--- src/rtl/load_store_unit.sv ---
// rtl/load_store_unit.sv - RV32I load/store unit on a word-only data memory
module load_store_unit #(
    parameter int DMEM_WORDS = 256
) (
    input  logic        clk,
    input  logic        rst,
    input  logic        req_valid,
    output logic        req_ready,
    input  logic        req_write,
    input  logic [2:0]  req_funct3,
    input  logic [31:0] req_addr,
    input  logic [31:0] req_wdata,
    output logic        resp_valid,
    output logic [31:0] resp_rdata,
    output logic        resp_fault,
    output logic        mem_read,
    output logic        mem_write,
    output logic [31:0] mem_address,
    output logic [31:0] mem_write_data,
    input  logic [31:0] mem_read_data
);

    typedef enum logic [2:0] {IDLE, LOAD, RMW_READ, WRITE, RESP} state_t;

    localparam logic [32:0] ADDR_LIMIT = 33'(4 * DMEM_WORDS);

    state_t      state, state_next;
    logic        lat_write;
    logic [2:0]  lat_funct3;
    logic [31:0] lat_addr, lat_wdata, merged;
    logic        accept, req_illegal, req_misaligned, req_range, req_fault;
    logic [7:0]  ld_byte;
    logic [15:0] ld_half;
    logic [31:0] ld_ext, merge_word;

    assign accept = (state == IDLE) && req_valid;

    // Request checks are made on the live inputs so a fault never reaches memory
    always_comb begin
        req_illegal    = req_write ? (req_funct3 > 3'b010)
                                   : (req_funct3 == 3'b011 || req_funct3[2:1] == 2'b11);
        req_misaligned = (req_funct3[1:0] == 2'b01 && req_addr[0]) ||
                         (req_funct3[1:0] == 2'b10 && req_addr[1:0] != 2'b00);
        req_range      = {1'b0, req_addr} >= ADDR_LIMIT;
        req_fault      = req_illegal || req_misaligned || req_range;
    end

    always_comb begin
        ld_byte = mem_read_data[{lat_addr[1:0], 3'b000} +: 8];
        ld_half = lat_addr[1] ? mem_read_data[31:16] : mem_read_data[15:0];
        case (lat_funct3)
            3'b000:  ld_ext = {{24{ld_byte[7]}}, ld_byte};
            3'b001:  ld_ext = {{16{ld_half[15]}}, ld_half};
            3'b100:  ld_ext = {24'h0, ld_byte};
            3'b101:  ld_ext = {16'h0, ld_half};
            default: ld_ext = mem_read_data;
        endcase
    end

    always_comb begin
        merge_word = mem_read_data;
        if (lat_funct3[1:0] == 2'b00)
            merge_word[{lat_addr[1:0], 3'b000} +: 8] = lat_wdata[7:0];
        else
            merge_word[{lat_addr[1], 4'b0000} +: 16] = lat_wdata[15:0];
    end

    always_comb begin
        state_next = state;
        case (state)
            IDLE: begin
                if (req_valid) begin
                    if (req_fault)                 state_next = RESP;
                    else if (!req_write)           state_next = LOAD;
                    else if (req_funct3 == 3'b010) state_next = WRITE;
                    else                           state_next = RMW_READ;
                end
            end
            LOAD:     state_next = RESP;
            RMW_READ: state_next = WRITE;
            WRITE:    state_next = RESP;
            RESP:     state_next = IDLE;
            default:  state_next = IDLE;
        endcase
    end

    always_ff @(posedge clk) begin
        if (rst) begin
            state      <= IDLE;
            resp_rdata <= 32'h0;
            resp_fault <= 1'b0;
            lat_write  <= 1'b0;
            lat_funct3 <= 3'b0;
            lat_addr   <= 32'h0;
            lat_wdata  <= 32'h0;
            merged     <= 32'h0;
        end else begin
            state <= state_next;
            if (accept) begin
                lat_write  <= req_write;
                lat_funct3 <= req_funct3;
                lat_addr   <= req_addr;
                lat_wdata  <= req_wdata;
                resp_fault <= req_fault;
                if (req_write || req_fault)
                    resp_rdata <= 32'h0;
            end
            if (state == LOAD)
                resp_rdata <= ld_ext;
            if (state == RMW_READ)
                merged <= merge_word;
        end
    end

    // Handshake and memory strobes are gated by rst so a reset never leaks a write
    always_comb begin
        req_ready      = !rst && (state == IDLE);
        resp_valid     = !rst && (state == RESP);
        mem_read       = !rst && (state == LOAD || state == RMW_READ);
        mem_write      = !rst && (state == WRITE);
        mem_address    = 32'h0;
        mem_write_data = 32'h0;
        if (state == LOAD || state == RMW_READ || state == WRITE)
            mem_address = {lat_addr[31:2], 2'b00};
        if (state == WRITE)
            mem_write_data = (lat_write && lat_funct3 == 3'b010) ? lat_wdata : merged;
    end

endmodule

--- config.mk ---
export PLATFORM = sky130hd
export DESIGN_NAME = load_store_unit
export DESIGN_NICKNAME = d
export VERILOG_FILES = /design/src/rtl/load_store_unit.sv
export SDC_FILE = /design/constraint.sdc
export NUM_CORES = 1
export LEC_CHECK = 0
export ABC_AREA = 1
export CORE_UTILIZATION = 28
export DETAILED_ROUTE_END_ITERATION = 10
export PLACE_DENSITY = 0.54
export RECOVER_POWER = 100
export SYNTH_ARGS = -nofsm -noshare
export SYNTH_HDL_FRONTEND = slang
export SYNTH_SLANG_ARGS = --single-unit
--- constraint.sdc ---
create_clock -name clk -period 1.8 [get_ports clk]
set_input_delay 0.18 -clock clk [delete_from_list [all_inputs] [get_ports clk]]
set_output_delay 0.18 -clock clk [all_outputs]
set_load 0.005 [all_outputs]
==> results.sh, run 1 <==
export IMPL_tightest_slew_ps=571
export IMPL_p_per_area_mw_per_mm2=786
export IMPL_hp_class="input port to flip-flop"
export IMPL_fmax_mhz=517
export IMPL_num_fill_cells=2625
export IMPL_syn_cell_area_sq_mm=0.00710
export IMPL_clk_latency_ps=430
export IMPL_synth_warnings=0
export IMPL_rr_endpoint="lat_wdata[7]"
export IMPL_violations="negative setup slack"
export IMPL_max_cap_viol_count=0
export IMPL_rsz0062_at_grt="yes"
export IMPL_synthMuxAreaShare_pct=0
export IMPL_startpoint="lat_funct3[2]"
export IMPL_reg2regPathDepth=9
export IMPL_io_pins=204
export IMPL_antenna_found_initial=0
export IMPL_ys_types=33
export IMPL_drtAntennaViolNets=0
export IMPL_grtUsageMet1_pct=26.5
export IMPL_ys_ff_latch=136
export IMPL_grt_most_used_layer="met2"
export IMPL_drc=0
export IMPL_outcome="complete, but fails checks"
export IMPL_rrSetupSlack_ps=-20
export IMPL_slew_headroom_pct=61.9
export IMPL_min_period_over_period_pct=107
export IMPL_synth_adder_area_share_pct=0.881
export IMPL_die_w_um=161
export IMPL_num_nets_final=1377
export IMPL_post_dp_hpwl_um=19700
export IMPL_min_from="req_addr[3]"
export IMPL_async_reset_ff_share_pct=0
export IMPL_clock_skew_final_ps=12.0
export IMPL_start_kind="flip-flop"
export IMPL_root_buffer="clkbuf_16"
export IMPL_cts_tree="yes"
export IMPL_ys_seq_area_share_pct=38.3
export IMPL_worst_setup_path_end_kind="output port"
export IMPL_synth_enable_flop_cells=0
export IMPL_grt_pass1_wl_um=41300
export IMPL_drv_slew=0
export IMPL_place_congestion=0.958
export IMPL_synthFlopType="dfxtp_1"
export IMPL_final_cell_mix="a21oi_1 (174), o21ai_0 (164), dfxtp_1 (132)"
export IMPL_grt_usage_pct=20.4
export IMPL_grt_max_degree=64
export IMPL_crit_path_max_fanout=8
export IMPL_h_tree_depth=4
export IMPL_hold_viol_final=0
export IMPL_gr_usage_met2_pct=32.0
export IMPL_gr_total_overflow=0
export IMPL_setup_ws_ps=-133
export IMPL_worstPathArrival_ps=1750
export IMPL_numCtsBuffers=17
export IMPL_final_common_cell="a21oi_1"
export IMPL_initial_core_util_pct=28.9
export IMPL_drt_iter0_markers=544
export IMPL_coreArea_sq_mm=0.0246
export IMPL_min_period_ps=1930
export IMPL_synth_xor_area_share_pct=0
export IMPL_crit_path_end="mem_write_data[28]"
export IMPL_cts_hold_buffers=0
export IMPL_fp_dieH_um=161
export IMPL_vias_per_cell=4.97
export IMPL_first_pass_iters=5
export IMPL_via_count=7970
export IMPL_synthCells=1044
export IMPL_finalPower_uw=8430
export IMPL_die_area_sq_mm=0.0260
export IMPL_path_class="flip-flop to output port"
export IMPL_synth_top_family_by_area="compound AO/OA/AOI/OAI gates"
export IMPL_setup_viol=37
export IMPL_n_antenna_cell=0
export IMPL_routed_wl_um=27300
export IMPL_synth_compound_area_share_pct=33.3
export IMPL_port_buffers=201
export IMPL_fin_util_pct=43.6
export IMPL_clock_sinks=136
export IMPL_yosys_area_share_simple_pct=16.2
export IMPL_use_met3_pct=7.04
export IMPL_timing_rr_start="state[0]"
export IMPL_p_leak_uw=0.00421
export IMPL_post_drt_wl_per_cell_um=17.0
export IMPL_max_vdd_ir_drop_uv=482
export IMPL_num_rows=57
export IMPL_drive_gt1_share_pct=18.8
export IMPL_cts_path_max_buffers=2
export IMPL_grt_pass1_vias=7463
export IMPL_clk_pin_slew_ps=70
export IMPL_syn_avg_cell_area_sq_um=6.80
export IMPL_syn_to_final_growth_pct=51.1
export IMPL_critPathRequiredTime_ps=1620
-- sequential cells by signal (all words and copies together) (netlist names) --
name / cells
lat_write: 1
lat_funct3: 3
resp_rdata: 32
state: 3
lat_addr: 32
lat_wdata: 32
resp_fault: 1
merged: 32
-- power breakdown --
group / total, uW / leakage, uW / switching [uW] / internal [uW]
clock: 3680 / 0.000284 / 1390 / 2290
combinational: 1560 / 0.00282 / 924 / 636
sequential: 3190 / 0.00111 / 47.5 / 3140
-- cell families (layout without fill, tap and decap cells) --
family          Yosys count  count (layout)
other cells               1               2
flops                   136             136
fa+ha+maj                 5               5
compound gates          429             429
buf+inv                 190             426
simple gates            283             283
-- per-stage QoR --
step	setup TNS, ps	setup WS, ps	hold slack [ps]	cells	area [sq um]
after global placement	-3770	-234	437	1551	9790
after CTS	-2350	-207	348	1592	10500
after global routing	-11510	-242	377	1605	10700
final	-2530	-133	365	1605	10700
after detailed placement	-3910	-197	445	1551	9790
after floorplan	0	130	344	1045	7100
-- cells in the mapped netlist, types with 2 or more instances --
cell	n	share of area (%)
buf_2	22	1.6
inv_1	97	5.1
buf_6	5	0.79
o21a_1	2	0.21
nor2_2	4	0.35
buf_4	5	0.53
nand3_1	51	3.6
clkbuf_1	48	2.5
ha_1	5	0.88
o211ai_1	17	1.8
buf_1	4	0.21
inv_2	8	0.42
o22ai_1	16	1.4
a211oi_1	32	3.4
a21oi_1	175	12
o2111ai_1	5	0.62
a31oi_1	7	0.62
o21ai_0	170	12
nor2_1	126	6.7
nand2_1	97	5.1
dfxtp_1	136	38
-- layer usage --
| metal | wire, um | share of wire (%) | vias to the layer above |
|---|---|---|---|
| met4 | 505 | 1.8 | 0 |
| met5 | 0 | 0 | - |
| li1 | - | - | 3988 |
| met3 | 2350 | 8.6 | 30 |
| met2 | 12200 | 45 | 298 |
| met1 | 12200 | 45 | 3654 |
-- what timing repair did --
item | 4_1_cts | 5_1_grt
gates cloned | 1 | 5
setup endpoints to repair | 66 | 96
setup buffers | 10 | 8
pin swaps | 9 | 11
gates resized for setup | 226 | 91
-- worst min path at each step --
stage | to | slack (ps) | cells after the start
6_report | lat_addr[3] | 370 | 3
5_1_grt | lat_wdata[19] | 380 | 3
4_1_cts | lat_addr[3] | 350 | 3
3_5_place_dp | lat_wdata[26] | 440 | 2
3_3_place_gp | lat_addr[8] | 440 | 2
2_1_floorplan | lat_write | 340 | 2
-- cell type report --
class                   instances  area (sq um)  share of cell area [%]
flip-flops and latches        136          2730                    25.4
inverters                     105           404                    3.77
multi-input cells             719          3850                    35.9
well taps                     324           405                    3.78
repair buffers                290          2720                    25.4
clock buffers                  21           470                    4.39
clock inverters                10           145                    1.35
-- critical path: stages, from the launching register on --
cell	delay, ps
dfxtp_2	330
inv_2	40
nand4_1	130
inv_4	90
buf_12	140
clkbuf_16	160
a211oi_2	210
clkdlybuf4s15_1	240
No activity file was read; power rests on OpenSTA's default activity.
==> inputs of run 2 (changes only) <==
Settings changed: ABC_AREA 1 to unset, PLACE_DENSITY 0.54 to 0.55.
==> run 2 against run 1 <==
Compared with the run above:
- the run ends with design-rule violations, negative setup slack left
- global-route usage up 1.0 points
- combinational power down 31%
- non-clock buffer count up 39
- count of clock-buffer cells in the layout down 1
- sequential share of layout area down 0.28 points
- die area down 10%
- maximum frequency down 1.1%
- critical endpoint unchanged
- largest cell class unchanged
- largest power group unchanged
==> results.sh, run 2 <==
export IMPL_cts_tree="yes"
export IMPL_coreArea_sq_mm=0.0221
export IMPL_grt_usage_pct=21.5
export IMPL_drt_iter0_markers=511
export IMPL_start_kind="flip-flop"
export IMPL_p_leak_uw=0.00447
export IMPL_fmax_mhz=511
export IMPL_setup_ws_ps=-155
export IMPL_p_per_area_mw_per_mm2=763
export IMPL_drtAntennaViolNets=0
export IMPL_rsz0062_at_grt="yes"
export IMPL_gr_total_overflow=0
export IMPL_yosys_area_top_type="dfxtp_1"
export IMPL_setup_viol=62
export IMPL_numCtsBuffers=17
export IMPL_synthTopCellsByArea="dfxtp_1 (43%), nand2_1 (13%), a21oi_1 (11%)"
export IMPL_vias_per_cell=5.10
export IMPL_placed_cell_area_sq_mm=0.00938
export IMPL_pwr_share_comb_pct=13.0
export IMPL_final_common_cell="nand2_1"
export IMPL_crit_family="buffers and inverters"
export IMPL_post_dp_hpwl_um=17700
export IMPL_cp_slowest_cell="dfxtp_2"
export IMPL_cts_hold_buffers=0
export IMPL_critPathRequiredTime_ps=1620
export IMPL_crit_path_max_fanout=8
export IMPL_clk_latency_ps=420
export IMPL_grt_max_degree=41
export IMPL_n_antenna_cell=0
export IMPL_synth_warnings=0
export IMPL_place_congestion=0.861
export IMPL_async_reset_ff_share_pct=0
export IMPL_finalPower_uw=8280
export IMPL_dp_cells=1331
export IMPL_crit_buf_inv=4
export IMPL_ys_seq_area_share_pct=42.7
export IMPL_p_seq_share_pct=38.4
export IMPL_initial_core_util_pct=28.8
export IMPL_via_count=7089
export IMPL_multi_input_area_sq_mm=0.00385
export IMPL_path_class="flip-flop to output port"
export IMPL_clockPowerShare_pct=48.6
export IMPL_first_pass_iters=10
export IMPL_num_fill_cells=2092
export IMPL_die_w_um=153
export IMPL_root_buffer="clkbuf_16"
export IMPL_path_common_cell="buf_12"
export IMPL_num_nets_final=1206
export IMPL_syn_to_final_growth_pct=70.4
export IMPL_h_tree_depth=4
export IMPL_fin_cells=1391
export IMPL_clock_sinks=136
export IMPL_io_pins=204
export IMPL_drv_slew=0
export IMPL_violations="design-rule violations, negative setup slack"
export IMPL_final_cell_mix="nand2_1 (192), dfxtp_1 (130), a21oi_1 (102)"
export IMPL_max_cap_viol_count=0
export IMPL_syn_avg_cell_area_sq_um=7.80
export IMPL_seqCellArea_sq_mm=0.00273
export IMPL_post_drt_wl_per_cell_um=18.7
export IMPL_drive_gt1_share_pct=32.3
export IMPL_drc=8
export IMPL_min_period_ps=1960
export IMPL_cp_cell_sequence="nor2_4 -> and3_4 -> buf_12 -> buf_12 -> buf_12 -> nand2_4 -> a21oi_2 -> buf_2"
export IMPL_hp_class="input port to flip-flop"
export IMPL_die_area_sq_mm=0.0234
export IMPL_num_rows=54
export IMPL_grt_pass1_wl_um=38800
export IMPL_yosysMostFrequentCell="nand2_1"
export IMPL_port_buffers=201
export IMPL_clk_pin_slew_ps=60
export IMPL_synth_enable_flop_cells=0
export IMPL_fp_dieH_um=153
export IMPL_antenna_found_initial=0
export IMPL_worstPathArrival_ps=1780
export IMPL_synthCells=817
export IMPL_grt_pass1_vias=6695
export IMPL_max_stage_delay_ps=330
export IMPL_cts_path_max_buffers=2
export IMPL_routed_wl_um=26000
export IMPL_p_int_uw=6290
export IMPL_outcome="complete, but fails checks"
export IMPL_hold_viol_final=0
export IMPL_synthTopCellsByCount="nand2_1 (219), dfxtp_1 (136), a21oi_1 (135)"
export IMPL_ys_ff_latch=136
export IMPL_clock_skew_final_ps=6.79
export IMPL_max_vdd_ir_drop_uv=636
export IMPL_syn_cell_area_sq_mm=0.00637
export IMPL_netlist_area_leader_share_pct=42.7
export IMPL_min_period_over_period_pct=109
export IMPL_sw_frac_of_total_pct=24.0
export IMPL_final_cell_area_sq_mm=0.0109
export IMPL_synthFlopType="dfxtp_1"
export IMPL_netSwitchingPower_uw=1980
export IMPL_worst_setup_path_end_kind="output port"
export IMPL_ys_types=55
run 2: changes by cell type in the layout (fill, tap and decap cells not counted), moves of 16 or more:
cell,previous run,this run
inv_1,93,9
a21oi_2,2,28
a221oi_1,0,23
a21oi_1,174,102
a211oi_2,24,0
nand2_1,91,192
o21ai_0,164,36
and2_4,0,21
buf_4,50,79
nor2_1,117,31
o211ai_1,17,0
buf_6,14,35
nand3_1,51,1
o22ai_1,16,0
run 2: worst paths after layout:
path	startpoint	end	slack, ps	cells past startpoint
max	lat_funct3[2]	mem_write_data[28]	-160	8
min	rst	state[2]	250	3
max reg2reg	state[0]	resp_rdata[24]	-30	8
min reg2reg	lat_addr[3]	lat_addr[3]	450	2
run 2: metal layers:
layer / global-route usage [%] / part of all wire (%)
met4: 8.51 / 3.4
met1: 29.3 / 46
met3: 3.80 / 5.6
met5: 0 / 0
met2: 33.6 / 45
run 2: final cells by class:
| type | count | share of cell area, % |
|---|---|---|
| clock buffers | 20 | 4.21 |
| clock inverters | 12 | 2.04 |
| inverters | 12 | 0.415 |
| multi-input cells | 602 | 35.4 |
| flip-flops and latches | 136 | 25.2 |
| well taps | 280 | 3.23 |
| repair buffers | 329 | 29.5 |
run 2: metrics by stage:
step           utilization [%]  worst slack (ps)  hold WS (ps)  setup TNS [ps]
3_5_place_dp              42.5              -331           442          -12400
4_1_cts                   47.8              -228           217           -6130
2_1_floorplan                -              7.47           316               0
3_3_place_gp              42.5              -294           438          -11250
6_report                  49.1              -155           246           -3070
5_1_grt                   49.1              -204           268          -11510
run 2: logic make-up (layout without fill, tap and decap cells):
logic type      after synthesis  count (layout)  synth area share [%]
simple gates                318             318                  22.3
compound gates              265             265                  26.6
flops                       136             136                  42.7
buf+inv                      80             373                  5.28
mux                          11              11                  1.91
fa+ha+maj                     5               5                 0.982
other cells                   1               2                0.0589
xor+xnor                      1               1                 0.138
run 2: power groups by stage:
stage          Sequential (uW)  Combinational (uW)  Clock (uW)
6_report                  3180                1080        4020
4_1_cts                   3170                1030        4060
2_1_floorplan             3220                 406           0
3_3_place_gp              3220                 990           0
5_1_grt                   3190                1160        4230
3_5_place_dp              3220                 989           0
run 2: timing repair:
item	in CTS	in global routing
buffers inserted	17	10
gates cloned	7	3
pin swaps	50	48
endpoints found under the setup margin	83	139
gates resized for setup	358	97
run 2: worst reg2reg max path: cells and delay by family (launching register included):
kind                   cells  cell delay [ps]
AO/OA/AOI/OAI              2              360
flip-flops                 1              330
buffers and inverters      4              610
AND/OR/NAND/NOR            2              490
